[src/rtl/branch_cond_unit.sv]
// NZP condition-code register plus branch-enable evaluation, with optional
// same-cycle CC bypass and saturating branch/taken statistics counters.
module branch_cond_unit #(
    parameter int DATA_W = 16,
    parameter int CNT_W  = 16,
    parameter int BYPASS = 0
) (
    input  logic              Clk,
    input  logic              Reset,
    input  logic              LD_CC,
    input  logic [DATA_W-1:0] Bus,
    input  logic              LD_BEN,
    input  logic [2:0]        IR_cond,
    input  logic              Clr_Stats,
    output logic              N,
    output logic              Z,
    output logic              P,
    output logic              BEN,
    output logic              BEN_valid,
    output logic [CNT_W-1:0]  br_count,
    output logic [CNT_W-1:0]  taken_count
);

    localparam logic [CNT_W-1:0] CNT_MAX = '1;
    localparam logic [CNT_W-1:0] CNT_ONE = CNT_W'(1);

    logic [2:0]       nzp_q, nzp_d;
    logic             ben_q, ben_d;
    logic             valid_q, valid_d;
    logic [CNT_W-1:0] br_q, br_d;
    logic [CNT_W-1:0] taken_q, taken_d;

    logic [2:0]       new_nzp;
    logic [2:0]       cc_src;
    logic             ben_new;
    logic [CNT_W-1:0] br_base, taken_base;

    always_comb begin
        new_nzp[2] = Bus[DATA_W-1];
        new_nzp[1] = (Bus == '0);
        new_nzp[0] = ~Bus[DATA_W-1] & (Bus != '0);

        cc_src  = ((BYPASS != 0) && LD_CC) ? new_nzp : nzp_q;
        ben_new = |(IR_cond & cc_src);

        nzp_d = LD_CC  ? new_nzp : nzp_q;
        ben_d = LD_BEN ? ben_new : ben_q;

        // Without bypass, a BEN loaded alongside new flags used the old ones.
        valid_d = valid_q;
        if (LD_BEN)
            valid_d = ~LD_CC | (BYPASS != 0);
        else if (LD_CC)
            valid_d = 1'b0;

        // Clear happens first so a simultaneous evaluation is still counted.
        br_base    = Clr_Stats ? '0 : br_q;
        taken_base = Clr_Stats ? '0 : taken_q;
        br_d       = br_base;
        taken_d    = taken_base;
        if (LD_BEN) begin
            if (br_base != CNT_MAX)
                br_d = br_base + CNT_ONE;
            if (ben_new && (taken_base != CNT_MAX))
                taken_d = taken_base + CNT_ONE;
        end
    end

    always_ff @(posedge Clk) begin
        if (!Reset) begin
            nzp_q   <= 3'b010;
            ben_q   <= 1'b0;
            valid_q <= 1'b0;
            br_q    <= '0;
            taken_q <= '0;
        end else begin
            nzp_q   <= nzp_d;
            ben_q   <= ben_d;
            valid_q <= valid_d;
            br_q    <= br_d;
            taken_q <= taken_d;
        end
    end

    assign N           = nzp_q[2];
    assign Z           = nzp_q[1];
    assign P           = nzp_q[0];
    assign BEN         = ben_q;
    assign BEN_valid   = valid_q;
    assign br_count    = br_q;
    assign taken_count = taken_q;

endmodule

[config.mk]
export PLATFORM = sky130hd
export DESIGN_NAME = branch_cond_unit
export DESIGN_NICKNAME = d
export VERILOG_FILES = /design/src/rtl/branch_cond_unit.sv
export SDC_FILE = /design/constraint.sdc
export NUM_CORES = 1
export LEC_CHECK = 0
export ABC_AREA = 1
export CORE_ASPECT_RATIO = 0.7
export CORE_MARGIN = 2
export CORE_UTILIZATION = 49
export DETAILED_ROUTE_END_ITERATION = 12
export PLACE_DENSITY = 0.8
export SLEW_MARGIN = 20
export SYNTH_ARGS = -nofsm -noshare
export SYNTH_HDL_FRONTEND = slang
export SYNTH_SLANG_ARGS = --single-unit
export TNS_END_PERCENT = 100
[constraint.sdc]
create_clock -name Clk -period 2.8 [get_ports Clk]
set_input_delay 0.56 -clock Clk [delete_from_list [all_inputs] [get_ports Clk]]
set_output_delay 0.56 -clock Clk [all_outputs]
set_load 0.05 [all_outputs]
Word-level counts from Yosys, hierarchy flattened
Index checks and enable logic that the tools add are counted.
{"block": "op_classes", "addsub": 2, "eq_ne": 2, "mux": 8, "n_bitwise": 4, "n_reduce_logical": 5}
{"op": "2-to-1 mux 16 bit", "count": 6}
{"op": "adder 16 x 1 -> 16 bit (second input constant)", "count": 2}
{"op": "!= test 16 bit (second input constant)", "count": 2}
{"op": "zero test 16 bit", "count": 1}
{"op": "nonzero test 16 bit", "count": 1}
{"op": "AND 3 bit", "count": 1}
{"op": "OR reduction 3 bit", "count": 1}
{"op": "2-to-1 mux 1 bit", "count": 2}
{"op": "NOT 1 bit", "count": 2}
{"op": "nonzero test 2 bit", "count": 1}
{"op": "AND 1 bit", "count": 1}
{"op": "logical AND 1 bit", "count": 1}
{"block": "word_totals", "register_bits": 37, "input_bits": 24, "out_inout_bits": 37, "elab_cells": 26}

Logic depth before layout (Yosys ltp)
{"block": "depth", "word_depth": 5, "ltp_mapped": 17, "ltp_nobuf": 13}

Worst setup path before layout
No wires, ideal clock.
{"block": "synth_path", "kind": "input-to-reg", "from": "input Clr_Stats", "to": "register taken_q[11], in the netlist taken_count[11]", "setup_ns": 0.116, "arrival_ns": 2.226, "required_ns": 2.684, "path_slack_ns": 0.458, "path_stages": 16, "n_path_buf": 4, "path_cell_list": "buf_6 -> inv_6 -> buf_6 -> buf_2 -> nand2_1 -> inv_1 -> ha_1 -> nand2_1 -> nor2_2 -> nand2_1 -> nor2_2 -> nand2_1 -> buf_6 -> nand3_2 -> nand2_1 -> nor3b_2"}
{"block": "synth_between", "elab_chain_len": 5, "word_cells_on_any_way": 6, "cone_classes": "add/sub (1); eq/ne (1); mux (3); reduce/logical (1)"}
{"item": "start: declaration", "line_no": "14", "text": "input logic Clr_Stats,"}
{"item": "2-to-1 mux 16 bit *", "line_no": "58", "text": "taken_base = Clr_Stats ? '0 : taken_q;"}
{"item": "parallel branches: the longest is 3 deep, another holds adder 16 x 1 -> 16 bit"}
{"item": "2-to-1 mux 16 bit *", "line_no": "61", "text": "if (LD_BEN) begin"}
{"item": "end signal: assignment", "line_no": "81", "text": "taken_q <= taken_d;"}
{"item": "end: declaration", "line_no": "31", "text": "logic [CNT_W-1:0] taken_q, taken_d;"}
Every way passes the cells marked *.
A chain may end at the register's enable or synchronous reset.

Final worst setup path
{"block": "layout_path", "from": "input Clr_Stats", "to": "register taken_q[0], in the netlist taken_count[0]"}
Same word-level chain as after synthesis.

==> run summary <==
The top-area cell type share of the netlist area is 32.0%. The max-slew violation count came out at 0. The arrival time of the worst setup path is 2.77 ns. Input and output buffers added on the ports amount to 60. At the end of the flow, the number of nets in the layout was 456.

The worst setup path is of the in -> reg kind. The effective utilization at floorplan came out at 52.0%. The H-tree was split into 2 levels.

The switching power is 306 µW. The leftover overflow at the end of global routing is 0. The via count of the first global-routing pass was 2,206.

The buffers inserted during post-CTS setup optimization is 0. The core area came out at 4450 µm². The timing-limited maximum frequency came out at 393 MHz. The worst slew slack as a fraction of its limit came out at 64.9%. The placer congestion estimate came out at 0.908.

The sequential element share of the synthesized area is 32.0%. Measured along the x axis, the die boundary spans 86.2 µm. On the final layout, the worst hold slack is 0.474 ns. The number of buffers inserted for hold repair after clock tree synthesis came out at 0. In this run, CTS created clock tree buffers numbering 5.

The number of hold violations in the final report came to 0. The number of enable flip-flop cells after synthesis came out at 0. The static leakage is 1.19 nW. The total wirelength of the detailed-routed design came out at 6.22 mm. The net count after synthesis came out at 395.

The internal power came out at 947 µW. Combinational logic is responsible for 11.6% of the overall power. Of the total power, the share spent switching nets is 24.4%. The final antenna diode count came out at 0. The minimum clock period after layout is 2.55 ns.

The number of placement rows came out at 20. Yosys printed 0 warnings. The buffer depth of the longest clock path is 2. The highest routed metal layer is met4.

In this run the worst hold path is classified as reg -> reg. In this run, the clock network consumes 45.3% of the power. After detailed routing, the average wire length per cell comes to 12.8 µm. The most used flip-flop cell after synthesis is dfxtp_1. The type of destination of the critical path is a flop. The worst setup slack after layout is 0.255 ns.

The number of violations reported at the end of detailed-routing iteration 0 is 165. The cell count after synthesis came out at 369. The max capacitance violation total is 0. The worst-case clock skew is 0.00808 ns. Clock-pin slew was measured on the worst setup and hold paths at 0.08 ns. VDD sags by at most 0.000357 V.

The maximum number of pins on one net before global-route repair came out at 26. The post-placement cell count is 478. The detailed-routing iteration count for the pre-antenna-repair pass is 5. The initial antenna violation count is 0. The clock tree root driver cell is clkbuf_8.

The number of storage elements in the synthesis netlist came out at 37. TritonCTS built the clock tree. Setup repair after global routing left no endpoint under its margin. The count of antenna-violating nets left after detailed routing is 0. At the pin with the least slew margin, the transition time is 0.526 ns. After legalization and detailed placement, the total HPWL measured 4.70 mm. The routed wire length on met2 is 2.32 mm.

Detailed routing inserted a total of 2,499 vias. The setup-violating endpoint count in the final report is 0. The CTS sink count came out at 37.

The total power density per cell area is 406 nW/µm². The fill cell instance count of the final layout is 420. The count of non-filler cells in the finished layout is 486. Before CTS, the worst setup slack after placement is -0.0519 ns. The worst setup path is launched from a primary input.

Yosys attributes the largest share of cell area to dfxtp_1 32%, nand2_1 16%, nor2_1 11%. 61 I/O pins were placed. The floorplan die area is 5300 µm². dfxtp_1 takes more of the synthesized area than any other cell. The top fanout value on the critical path is 11.

The vertical die dimension came out at 61.5 µm. In the routed design, unresolved DRC markers number 0. The post-route fraction of the period consumed by the critical path is 90.9%. The sum of routed wire segments on met1 came out at 3.20 mm.

After clock tree synthesis, the repair step resized 0 gates. The sequential cell fraction of total power is 43.1%. The run finished with clean final reports. The total global routing track utilization came out at 24.6%. Summing every instance area after synthesis gives 2320 µm². Compared with the post-synthesis result, the final layout area differs by 33.1%.

The average instance in the mapped netlist occupies 6.28 µm². The clock latency of the later-clocked register in the worst-skew pair is 0.30 ns. The post-route netlist has 12.1% of its cells at a drive strength greater than 1. The first global-routing pass estimated 10.1 mm of wire. The share of synthesized flip-flops with an asynchronous set or reset came out at 0%. Counting distinct cell types in the post-synthesis netlist gives 31. The required arrival time at the worst endpoint came out at 3.02 ns. The via density per instance came out at 5.14. In the detailed route, the total length drawn on met3 is 649 µm.
sequential cells by signal, summed over array words and instances, names as in the netlist:
name and cells:
taken_count 16, cc_src 3, br_count 16, BEN_valid 1, BEN 1
worst paths after layout:
check	startpoint	to	slack, ns	cells past startpoint
setup / recovery	Clr_Stats	taken_count[0]$_SDFF_PN0_	0.25	13
hold / removal	BEN$_SDFFE_PN0P_	BEN$_SDFFE_PN0P_	0.47	2
setup reg to reg	taken_count[0]$_SDFF_PN0_	taken_count[0]$_SDFF_PN0_	0.74	11
hold reg to reg	BEN$_SDFFE_PN0P_	BEN$_SDFFE_PN0P_	0.47	2
layer usage:
layer	track usage (%)	up-vias
met5	0	-
li1	-	1289
met2	35.2	115
met1	36.6	1090
met4	5.36	0
met3	7.51	5
cells in the mapped netlist (all sizes together) (2+ instances only):
library cell / instances
nor2: 80
ha: 2
nand2: 111
xor2: 4
nor4: 4
buf: 7
nand4: 8
a21oi: 16
o21ai: 13
inv: 41
clkbuf: 5
nand3: 27
dfxtp: 37
nor3: 9
cell type report:
cell class	count	area, µm²	share of cell area [%]
multi-input cells	279	1340	43.3
inverters	41	159	5.15
well taps	55	68.8	2.23
repair buffers	66	646	20.9
clock inverters	3	65.1	2.11
flip-flops and latches	37	741	24.0
clock buffers	5	68.8	2.23
cells in the final DEF (no fill, tap or decap), types with 2 or more instances in the layout:
cell             count
a21oi_1             16
buf_4                6
bufinv_16            2
clkbuf_8             5
clkdlybuf4s50_1     60
dfxtp_1             37
ha_1                 2
inv_1               36
inv_2                4
nand2_1             99
nand2_2             12
nand3_1             23
nand3_2              4
nand4_1              8
nor2_1              66
nor2_2              11
nor2_4               3
nor3_1               7
nor4_1               4
o21ai_0              7
o21ai_1              6
xor2_1               4
kinds of logic after synthesis:
logic type	share of synthesized area (%)
buf+inv	10.4
flops	32.0
compound gates	6.86
fa+ha+maj	1.08
simple gates	47.8
xor+xnor	1.89
per-stage QoR:
stage / TNS [ns] / total power, mW / cell area, µm² / utilization [%]
finish: 0 / 1.25 / 3080 / 69.2
global route: 0 / 1.29 / 3080 / 69.2
CTS: 0 / 1.26 / 3080 / 69.2
detailed placement: -0.0519 / 0.698 / 2950 / 66.2
global placement: 0 / 0.694 / 2950 / 66.2
floorplan: 0 / 0.632 / 2320 / -
power by group through the flow:
stage | Clock (mW) | Combinational, mW | Sequential, mW
after floorplan | 0 | 0.0509 | 0.582
after global placement | 0 | 0.142 | 0.553
after global routing | 0.597 | 0.155 | 0.542
final | 0.567 | 0.145 | 0.540
after CTS | 0.571 | 0.145 | 0.541
after detailed placement | 0 | 0.145 | 0.553
critical path, cell delays in order:
cell and delay [ns]:
clkdlybuf4s50_1 0.48, inv_6 0.11, nand2_1 0.09, inv_1 0.07, ha_1 0.18, nand2_1 0.07, nor2_2 0.17, nand2_1 0.09
nor2_2 0.12, nand2_1 0.25, nand2_1 0.26, o21ai_0 0.13, a21oi_1 0.17
No activity file was read; power rests on OpenSTA's default activity.
